### src/rtl/font_blit_pkg.sv
// font_blit_pkg: shared FSM state and default geometry for the text blitter.
// Optional build macro FONT_BLIT_TRANSPARENT_SKIP_EN is consumed by the top.
package font_blit_pkg;

  localparam int DEF_CHAR_W  = 17;
  localparam int DEF_CHAR_H  = 17;
  localparam int DEF_MAX_LEN = 32;
  localparam int DEF_COORD_W = 10;

  localparam int DEF_LEN_W  = $clog2(DEF_MAX_LEN + 1);
  localparam int DEF_ADDR_W = $clog2(DEF_MAX_LEN);
  localparam int DEF_COL_W  = $clog2(DEF_CHAR_W);
  localparam int DEF_ROW_W  = $clog2(DEF_CHAR_H);

  typedef enum logic [2:0] {
    S_IDLE,
    S_FETCH,
    S_LOAD,
    S_DRAW,
    S_DONE
  } blit_state_e;

endpackage

### src/rtl/font_text_blitter_scan.sv
// glyph_scan_counter: row-major col/row walk over one glyph cell.
// Wraps to (0,0) after the last cell; last_cell_o flags (H-1,W-1).
module glyph_scan_counter
  import font_blit_pkg::*;
#(
  parameter int CHAR_W = DEF_CHAR_W,
  parameter int CHAR_H = DEF_CHAR_H,
  localparam int COL_W = $clog2(CHAR_W),
  localparam int ROW_W = $clog2(CHAR_H)
) (
  input  logic             clk,
  input  logic             rst_n,
  input  logic             clear_i,
  input  logic             advance_i,
  output logic [COL_W-1:0] col_o,
  output logic [ROW_W-1:0] row_o,
  output logic             last_cell_o
);

  logic [COL_W-1:0] col_q, col_d;
  logic [ROW_W-1:0] row_q, row_d;
  logic             col_end;
  logic             row_end;

  assign col_end = (col_q == COL_W'(CHAR_W - 1));
  assign row_end = (row_q == ROW_W'(CHAR_H - 1));

  assign col_o       = col_q;
  assign row_o       = row_q;
  assign last_cell_o = col_end && row_end;

  // next cell: clear wins, otherwise step column then row
  always_comb begin
    col_d = col_q;
    row_d = row_q;
    if (clear_i) begin
      col_d = '0;
      row_d = '0;
    end else if (advance_i) begin
      if (col_end) begin
        col_d = '0;
        row_d = row_end ? '0 : row_q + ROW_W'(1);
      end else begin
        col_d = col_q + COL_W'(1);
      end
    end
  end

  // counter registers
  always_ff @(posedge clk or negedge rst_n) begin
    if (!rst_n) begin
      col_q <= '0;
      row_q <= '0;
    end else begin
      col_q <= col_d;
      row_q <= row_d;
    end
  end

endmodule

### src/rtl/font_text_blitter.sv
// font_text_blitter: walks a text string through the glyph ROM and streams pixels.
// Define FONT_BLIT_TRANSPARENT_SKIP_EN to drop background cells from the stream.
module font_text_blitter
  import font_blit_pkg::*;
#(
  parameter int CHAR_W  = DEF_CHAR_W,
  parameter int CHAR_H  = DEF_CHAR_H,
  parameter int MAX_LEN = DEF_MAX_LEN,
  parameter int COORD_W = DEF_COORD_W,
  localparam int LEN_W  = $clog2(MAX_LEN + 1),
  localparam int ADDR_W = $clog2(MAX_LEN),
  localparam int COL_W  = $clog2(CHAR_W),
  localparam int ROW_W  = $clog2(CHAR_H)
) (
  input  logic               clk,
  input  logic               rst_n,
  input  logic               start,
  input  logic [LEN_W-1:0]   str_len,
  input  logic [COORD_W-1:0] org_x,
  input  logic [COORD_W-1:0] org_y,
  output logic               busy,
  output logic               done,
  output logic [ADDR_W-1:0]  txt_addr,
  input  logic [7:0]         txt_char,
  output logic [7:0]         font_char,
  output logic [COL_W-1:0]   font_x,
  output logic [ROW_W-1:0]   font_y,
  input  logic               font_bit,
  output logic               px_valid,
  input  logic               px_ready,
  output logic [COORD_W-1:0] px_x,
  output logic [COORD_W-1:0] px_y,
  output logic               px_on
);

  blit_state_e        state_q, state_d;
  logic [LEN_W-1:0]   len_q, len_d;
  logic [LEN_W-1:0]   idx_q, idx_d;
  logic [LEN_W-1:0]   idx_nx;
  logic [LEN_W-1:0]   len_clamp;
  logic [COORD_W-1:0] org_x_q, org_x_d;
  logic [COORD_W-1:0] org_y_q, org_y_d;
  logic [7:0]         glyph_q, glyph_d;

  logic               scan_clr;
  logic               scan_adv;
  logic [COL_W-1:0]   col;
  logic [ROW_W-1:0]   row;
  logic               last_cell;

  assign len_clamp = (str_len > LEN_W'(MAX_LEN)) ?
                     LEN_W'(MAX_LEN) : str_len;
  assign idx_nx    = idx_q + LEN_W'(1);

  glyph_scan_counter #(
    .CHAR_W (CHAR_W),
    .CHAR_H (CHAR_H)
  ) u_scan (
    .clk         (clk),
    .rst_n       (rst_n),
    .clear_i     (scan_clr),
    .advance_i   (scan_adv),
    .col_o       (col),
    .row_o       (row),
    .last_cell_o (last_cell)
  );

  // sequencing: next state, latches and all outputs
  always_comb begin
    state_d   = state_q;
    len_d     = len_q;
    idx_d     = idx_q;
    org_x_d   = org_x_q;
    org_y_d   = org_y_q;
    glyph_d   = glyph_q;
    scan_clr  = 1'b0;
    scan_adv  = 1'b0;
    busy      = 1'b0;
    done      = 1'b0;
    txt_addr  = '0;
    font_char = '0;
    font_x    = '0;
    font_y    = '0;
    px_valid  = 1'b0;
    px_x      = '0;
    px_y      = '0;
    px_on     = 1'b0;
    unique case (state_q)
      S_IDLE: begin
        if (start) begin
          len_d   = len_clamp;
          org_x_d = org_x;
          org_y_d = org_y;
          idx_d   = '0;
          state_d = (len_clamp == '0) ? S_DONE : S_FETCH;
        end
      end
      S_FETCH: begin
        busy     = 1'b1;
        txt_addr = ADDR_W'(idx_q);
        state_d  = S_LOAD;
      end
      S_LOAD: begin
        busy     = 1'b1;
        glyph_d  = txt_char;
        scan_clr = 1'b1;
        state_d  = S_DRAW;
      end
      S_DRAW: begin
        busy      = 1'b1;
        font_char = glyph_q;
        font_x    = col;
        font_y    = row;
        px_x      = org_x_q
                  + COORD_W'(idx_q) * COORD_W'(CHAR_W)
                  + COORD_W'(col);
        px_y      = org_y_q + COORD_W'(row);
        px_on     = font_bit;
`ifdef FONT_BLIT_TRANSPARENT_SKIP_EN
        // background cells are stepped over without a handshake
        px_valid  = font_bit;
        scan_adv  = !font_bit || px_ready;
`else
        px_valid  = 1'b1;
        scan_adv  = px_ready;
`endif
        if (scan_adv && last_cell) begin
          idx_d   = idx_nx;
          state_d = (idx_nx < len_q) ? S_FETCH : S_DONE;
        end
      end
      S_DONE: begin
        done    = 1'b1;
        state_d = S_IDLE;
      end
      default: state_d = S_IDLE;
    endcase
  end

  // state and latched request registers
  always_ff @(posedge clk or negedge rst_n) begin
    if (!rst_n) begin
      state_q <= S_IDLE;
      len_q   <= '0;
      idx_q   <= '0;
      org_x_q <= '0;
      org_y_q <= '0;
      glyph_q <= '0;
    end else begin
      state_q <= state_d;
      len_q   <= len_d;
      idx_q   <= idx_d;
      org_x_q <= org_x_d;
      org_y_q <= org_y_d;
      glyph_q <= glyph_d;
    end
  end

endmodule

### config.mk
export PLATFORM = sky130hd
export DESIGN_NAME = font_text_blitter
export DESIGN_NICKNAME = d
export VERILOG_FILES = /design/src/rtl/font_blit_pkg.sv /design/src/rtl/font_text_blitter_scan.sv /design/src/rtl/font_text_blitter.sv
export SDC_FILE = /design/constraint.sdc
export NUM_CORES = 1
export LEC_CHECK = 0
export CAP_MARGIN = 5
export CORE_ASPECT_RATIO = 0.6
export CORE_MARGIN = 1.5
export CORE_UTILIZATION = 52
export CTS_CLUSTER_SIZE = 30
export DETAILED_ROUTE_END_ITERATION = 8
export PLACE_DENSITY = 0.82
export SKIP_CTS_REPAIR_TIMING = 1
export SYNTH_ARGS = -nofsm -noshare
export SYNTH_HDL_FRONTEND = slang
export SYNTH_HIERARCHICAL = 1
export SYNTH_SLANG_ARGS = --single-unit
### constraint.sdc
create_clock -name clk -period 4.4 [get_ports clk]
set_clock_uncertainty 0.2 [all_clocks]
set_input_delay 0.44 -clock clk [delete_from_list [all_inputs] [get_ports clk]]
set_output_delay 0.44 -clock clk [all_outputs]
set_load 0.02 [all_outputs]
==> metrics <==
status=completed; number of fill cells in the layout=559; Top FF cell, synth=dfrtp_1; Synth Area per Inst=9.065 µm²; Most Frequent Cell on Critical Path=ha_1; via count=3368; crit path kind=register to output port; Sw Pwr=551.0 µW; setup repair after global routing missed its margin=false; post-synthesis sequential area ratio=0.3411; dpl cells=611; Leak=0.002567 µW; Final Max Tran Viols=0; reg2reg setup slack=1.68 ns; worst r2r path cells=6; largest net degree at the start of global routing=54; Layout Utilization=0.6974; clock tree sinks=53; Crit path largest cell delay=0.64 ns; final wirelength=9.336 mm; worst rel slew slack=0.4532; dpl hpwl=7.032 mm; CTS tree=done; Hold/Removal Path Class=primary input to async pin; CTS clk-pin slew, worst paths=0.07 ns; total global routing overflow=0; Final Non-Filler Cells=619; core area=7237 µm²; initial antenna violation count=0; Worst Tran Pin Value=0.8167 ns; Startpoint Class=register; critical path buffer and inverter count=3; Comb power frac=0.366; cell family with most CP delay=adder cells; Yosys warnings=6; DRC errors left=0; multi-input logic area=2401 µm²; FMAX=237.7 MHz; worst-case clock buffer depth=2; Worst Path Required=3.76 ns; CP cell instances=ha_1 > ha_1 > ha_1 > inv_1 > fa_1 > inv_1 > ha_1 > o21ai_0 > nor2_1 > nor3_1 > clkdlybuf4s50_1; reg-to-reg startpoint=state_q[1]$_DFFE_PN0P_; post-route ant nets=0; I/O Buffers=85; critical-path maximum fanout=4; Final #Nets=606; top cell type's share of synthesized area=0.3411; most used routing layer=met2; synthesis-stage register bit count=53; count of final hold-check violations=0; Ports=86; Pwr Density=328.6 nW/µm²; internal power=1107 µW; GP Congestion=0.8761; power share of the clock group=0.280; layout cell share with drive strength beyond 1=0.06796; Syn Nets=521; 1st-iter DRT viols=246; vias in the first global route=3254; vias per inst=5.441; routing usage on met3=0.05642; Worst IR Drop VDD=0.1455 mV; maxcap violations=0; starting density of the core=0.5373; Post-Syn Area=3889 µm²; Synth area leaders=dfrtp_1 (34%), ha_1 (15%), nand2_1 (6.9%); drt pass-1 iters=5; worst endpoint data arrival time=3.57 ns; Die ar.=8023 µm²; Synth Instances=429; H-tree levels=2; global-route wire length before repair=15.57 mm; CTS Buf Count=5; ANT cells=0; Flop pwr share=0.353; routed len/inst=15.08 µm; M1 GR Usage=0.3593; Area growth syn-to-layout=29.79%; row count=24; Worst path slowest cell=clkdlybuf4s50_1; post-layout min period=4.207 ns; area occupied by registers=1326 µm²; crit share post-route=0.9561; Die Height=69.99 µm; final setup violation count=0; Synth area leader=dfrtp_1; clock root buffer=clkbuf_16; Net Sw Frac=0.3322; Clock Latency Late Sink=0.30 ns; fraction of registers with async set/reset=1.000; CP Capture Type=output port; Netlist cell types=55; gr usage total=0.2469; Chip Width=114.6 µm; capturing point of the worst reg2reg path=u_scan/row_o[3]$_DFFE_PN0P_; Post-synth EDFFs=0; M2 GR Usage=0.3693
## cell families (layout without fill, tap and decap cells)
| logic type | after synthesis | after routing | share of synthesized area |
|---|---|---|---|
| adder cells (fa/ha/maj) | 53 | 53 | 0.1840 |
| XOR/XNOR | 18 | 18 | 0.04054 |
| multiplexers | 12 | 12 | 0.03507 |
| buffers and inverters | 42 | 128 | 0.04505 |
| flip-flops | 53 | 53 | 0.3411 |
| AO/OA/AOI/OAI | 61 | 61 | 0.09846 |
| AND/OR/NAND/NOR | 190 | 190 | 0.2558 |
## Yosys cell counts (2+ instances only)
master / count
nor3_1: 7
a21o_1: 5
o21a_1: 3
and4bb_2: 2
ha_1: 46
buf_2: 10
nor3b_1: 2
a21oi_1: 12
a31oi_1: 2
nand3_1: 13
nand4_1: 3
a211oi_1: 7
and2_1: 29
xnor2_1: 11
inv_1: 27
nand3_2: 2
mux2_2: 8
nor2_1: 30
nand2_1: 72
or4_1: 2
o21bai_1: 2
dfrtp_1: 53
o21ai_1: 2
fa_1: 7
xor2_1: 7
nand4bb_1: 2
and3_1: 3
o21ai_0: 19
nand3b_1: 6
nor2b_1: 4
mux2i_1: 2
nand2b_1: 4
clkbuf_1: 3
## routing by layer
metal | part of all wire | routed length, µm
met1 | 0.49 | 4577
met2 | 0.43 | 3986
met3 | 0.069 | 647
met4 | 0.013 | 124
met5 | 0 | 0
## cells in the final DEF (no fill, tap or decap), types with 2 or more instances in the layout
master,Yosys,routed
o21ai_1,2,2
nor2b_1,4,4
inv_1,27,27
a211oi_1,7,7
dfrtp_1,53,53
and3_1,3,3
clkbuf_16,0,5
nor2_1,30,30
xnor2_1,11,11
o21ai_0,19,19
nand2b_1,4,4
or4_1,2,2
and4bb_2,2,2
and2_1,29,29
nand3_1,13,13
nand2_1,72,72
a21o_1,5,5
ha_1,46,46
nand4_1,3,3
clkdlybuf4s50_1,0,79
buf_4,1,7
xor2_1,7,7
mux2i_1,2,2
a21oi_1,12,12
a31oi_1,2,2
nand3_2,2,2
mux2_2,8,8
o21a_1,3,3
nand4bb_1,2,2
dlymetal6s2s_1,0,5
nor3_1,7,7
nand3b_1,6,6
fa_1,7,7
o21bai_1,2,2
nor3b_2,1,2
## power groups by stage
stage	registers (µW)	clock network, µW	logic (µW)
2_1_floorplan	575	0	358
3_3_place_gp	589	0	590
3_5_place_dp	594	0	605
4_1_cts	585	475	610
5_1_grt	596	491	668
6_report	586	465	608
## worst max-delay path by stage
stage / start / depth (start not counted) / endpoint / slack (ns)
after floorplan: idx_q[4]$_DFFE_PN0P_ / 12 / px_x[7] / 0.56
after global placement: idx_q[4]$_DFFE_PN0P_ / 12 / px_x[8] / 0.25
after detailed placement: idx_q[4]$_DFFE_PN0P_ / 12 / px_x[8] / 0.18
after CTS: idx_q[4]$_DFFE_PN0P_ / 12 / px_x[8] / -0.15
after global routing: idx_q[4]$_DFFE_PN0P_ / 12 / px_x[8] / 0.09
final: idx_q[4]$_DFFE_PN0P_ / 11 / px_x[4] / 0.19
## stage by stage
step	cell area (µm²)	total power (µW)	hold WS, ns	setup slack, ns	setup TNS (ns)
final	5047	1658	0.05898	0.1932	0
after global routing	5047	1755	0.1346	0.09471	0
after detailed placement	4862	1199	0.2648	0.1777	0
after floorplan	3889	933.4	-0.05559	0.5597	0
after CTS	5035	1669	0.09013	-0.1533	-0.3698
after global placement	4862	1179	0.2533	0.2469	0
## area by class of cell
class / instances / share of cell area
sequential: 53 / 0.2628
inverter: 28 / 0.02107
timing repair buffer: 92 / 0.1805
clock inverter: 1 / 0.005949
tap: 104 / 0.02578
clock buffer: 7 / 0.02826
multi-input combinational: 334 / 0.4757
## sequential cells by signal, summed over array words and instances (netlist names)
signal and cells:
idx_q 6, state_q 3, len_q 6, u_scan/row_o 5, org_y_q 10, u_scan/col_o 5, glyph_q 8, org_x_q 10
Power figures use the tool's default switching activity.
==> variant (config.mk and constraints unchanged) <==
The option `FONT_BLIT_TRANSPARENT_SKIP_EN` is turned on by a define.
--- a/src/rtl/font_text_blitter.sv
+++ b/src/rtl/font_text_blitter.sv
@@ -1,4 +1,6 @@
 // font_text_blitter: walks a text string through the glyph ROM and streams pixels.
 // Define FONT_BLIT_TRANSPARENT_SKIP_EN to drop background cells from the stream.
+`define FONT_BLIT_TRANSPARENT_SKIP_EN
+
 module font_text_blitter
   import font_blit_pkg::*;
Function: changed (a bounded check fails within 4 cycles, from zero or initial values and one cycle with rst_n low).
==> variant against the unedited design <==
- wire length down 0.52%
- sequential power up 9.4%
- die area up 1.5%
- largest cell class unchanged
- critical path type unchanged
- design area up 0.25%
- total power up 21%
- non-clock buffer count down 4
- worst setup slack better by 7.9 ps
- area after synthesis up 1.5%
- sequential cell count unchanged
==> variant: results (changes against the unedited design) <==
Post-Syn Nets=485 (-6.9%); Layout Nets=567 (-6.4%); initial antenna violation count=0 (unchanged); pre-CTS WS=170.4 ps (-7.283 ps); Net Switching=704.6 uW (+28%); final worst setup slack=201.1 ps (+7.914 ps); number of fill cells=564 (+0.89%); share of cells above drive strength 1=0.1134 (+0.04548); DRT Pass-1 Iters=4 (-1); DRT iter0 DRCs=179 (-27%); r2r setup slk=1490 ps (-190 ps); Leakage=0.002452 uW (-4.5%); Cell Area, Placed=4857 um^2 (-0.10%); VDD IR max=0.2314 mV (+59%); Placer Congestion=0.8271 (-5.6%); Fin Hold WS=62.43 ps (+3.454 ps); Slew HR=0.3873 (-0.06588); main area contributors after synthesis=dfrtp_1 34%, ha_1 15%, mux2_2 8.0%, and2_1 4.6%, fa_1 3.5%; DR vias/cell=5.448 (+0.13%); global-route wire length before repair=15.46 mm (-0.67%); vias in the first global route=3171 (-2.6%); post-synthesis sequential area ratio=0.3359 (-0.005187); outcome=finished, final reports clean; synth cell count leaders=53 x dfrtp_1, 46 x ha_1, 29 x and2_1; WL final=9.287 mm (-0.52%); Detail Placement HPWL=7.001 mm (-0.45%); total track usage=0.2420 (-0.004983); arrival time worst endpoint=3560 ps (about the same); post-synth cell types=59 (+7.3%)
## variant: path summary, 6_finish.rpt
path / startpoint / end / cells after the start
worst max register to register: state_q[2] / u_scan/row_o[3] / 5
min in group clk: glyph_q[5] / glyph_q[5] / 1
worst min register to register: glyph_q[5] / glyph_q[5] / 1
worst min-delay path: rst_n / glyph_q[3] / 2
worst max-delay path: idx_q[4] / px_x[4] / 11
max in group asynchronous: rst_n / org_x_q[7] / 2
## variant: routing by layer
metal	track usage	part of all wire
met1	0.3376	0.48
met2	0.3813	0.44
met4	0.04938	0.010
met5	0	0
met3	0.06424	0.073
## variant: layout make-up
type / count / area (um^2) / share of cell area
timing repair buffer: 88 / 880.8 / 0.1741
tap: 104 / 130.1 / 0.02572
clock inverter: 3 / 65.06 / 0.01286
multi-input combinational: 298 / 2424 / 0.4790
sequential: 53 / 1326 / 0.2621
inverter: 29 / 108.9 / 0.02151
clock buffer: 5 / 125.1 / 0.02473
## variant: through the flow
| step | power (uW) | std cells | util |
|---|---|---|---|
| 2_1_floorplan | 1131 | 393 | - |
| 3_3_place_gp | 1462 | 572 | 0.6656 |
| 3_5_place_dp | 1498 | 572 | 0.6656 |
| 4_1_cts | 2019 | 580 | 0.6917 |
| 5_1_grt | 2111 | 580 | 0.6934 |
| 6_report | 2006 | 580 | 0.6934 |
## variant: power by group through the flow
| stage | logic [uW] | clock network [uW] | registers, uW |
|---|---|---|---|
| after CTS | 863 | 516 | 639 |
| after global routing | 929 | 530 | 653 |
| after global placement | 820 | 0 | 642 |
| final | 856 | 509 | 641 |
| after floorplan | 513 | 0 | 618 |
| after detailed placement | 850 | 0 | 648 |
## variant: cells by family after synthesis
kind of cell               after synthesis  synth area share
and+or+nand+nor                        136            0.2025
AOI/OAI and AO/OA                       59           0.09855
adders and majority gates               53            0.1812
DFF                                     53            0.3359
buffers and inverters                   42           0.05037
muxes                                   32           0.09157
xor gates and xnor gates                18           0.03992
## variant: critical path, cell delays in order (launching register included)
cell and delay (ps):
dfrtp_1 390, ha_1 300, ha_1 300, ha_1 280, inv_1 50, fa_1 490
inv_1 40, ha_1 330, o21ai_0 130, nor2_1 90, nor3_1 210, clkdlybuf4s50_1 650
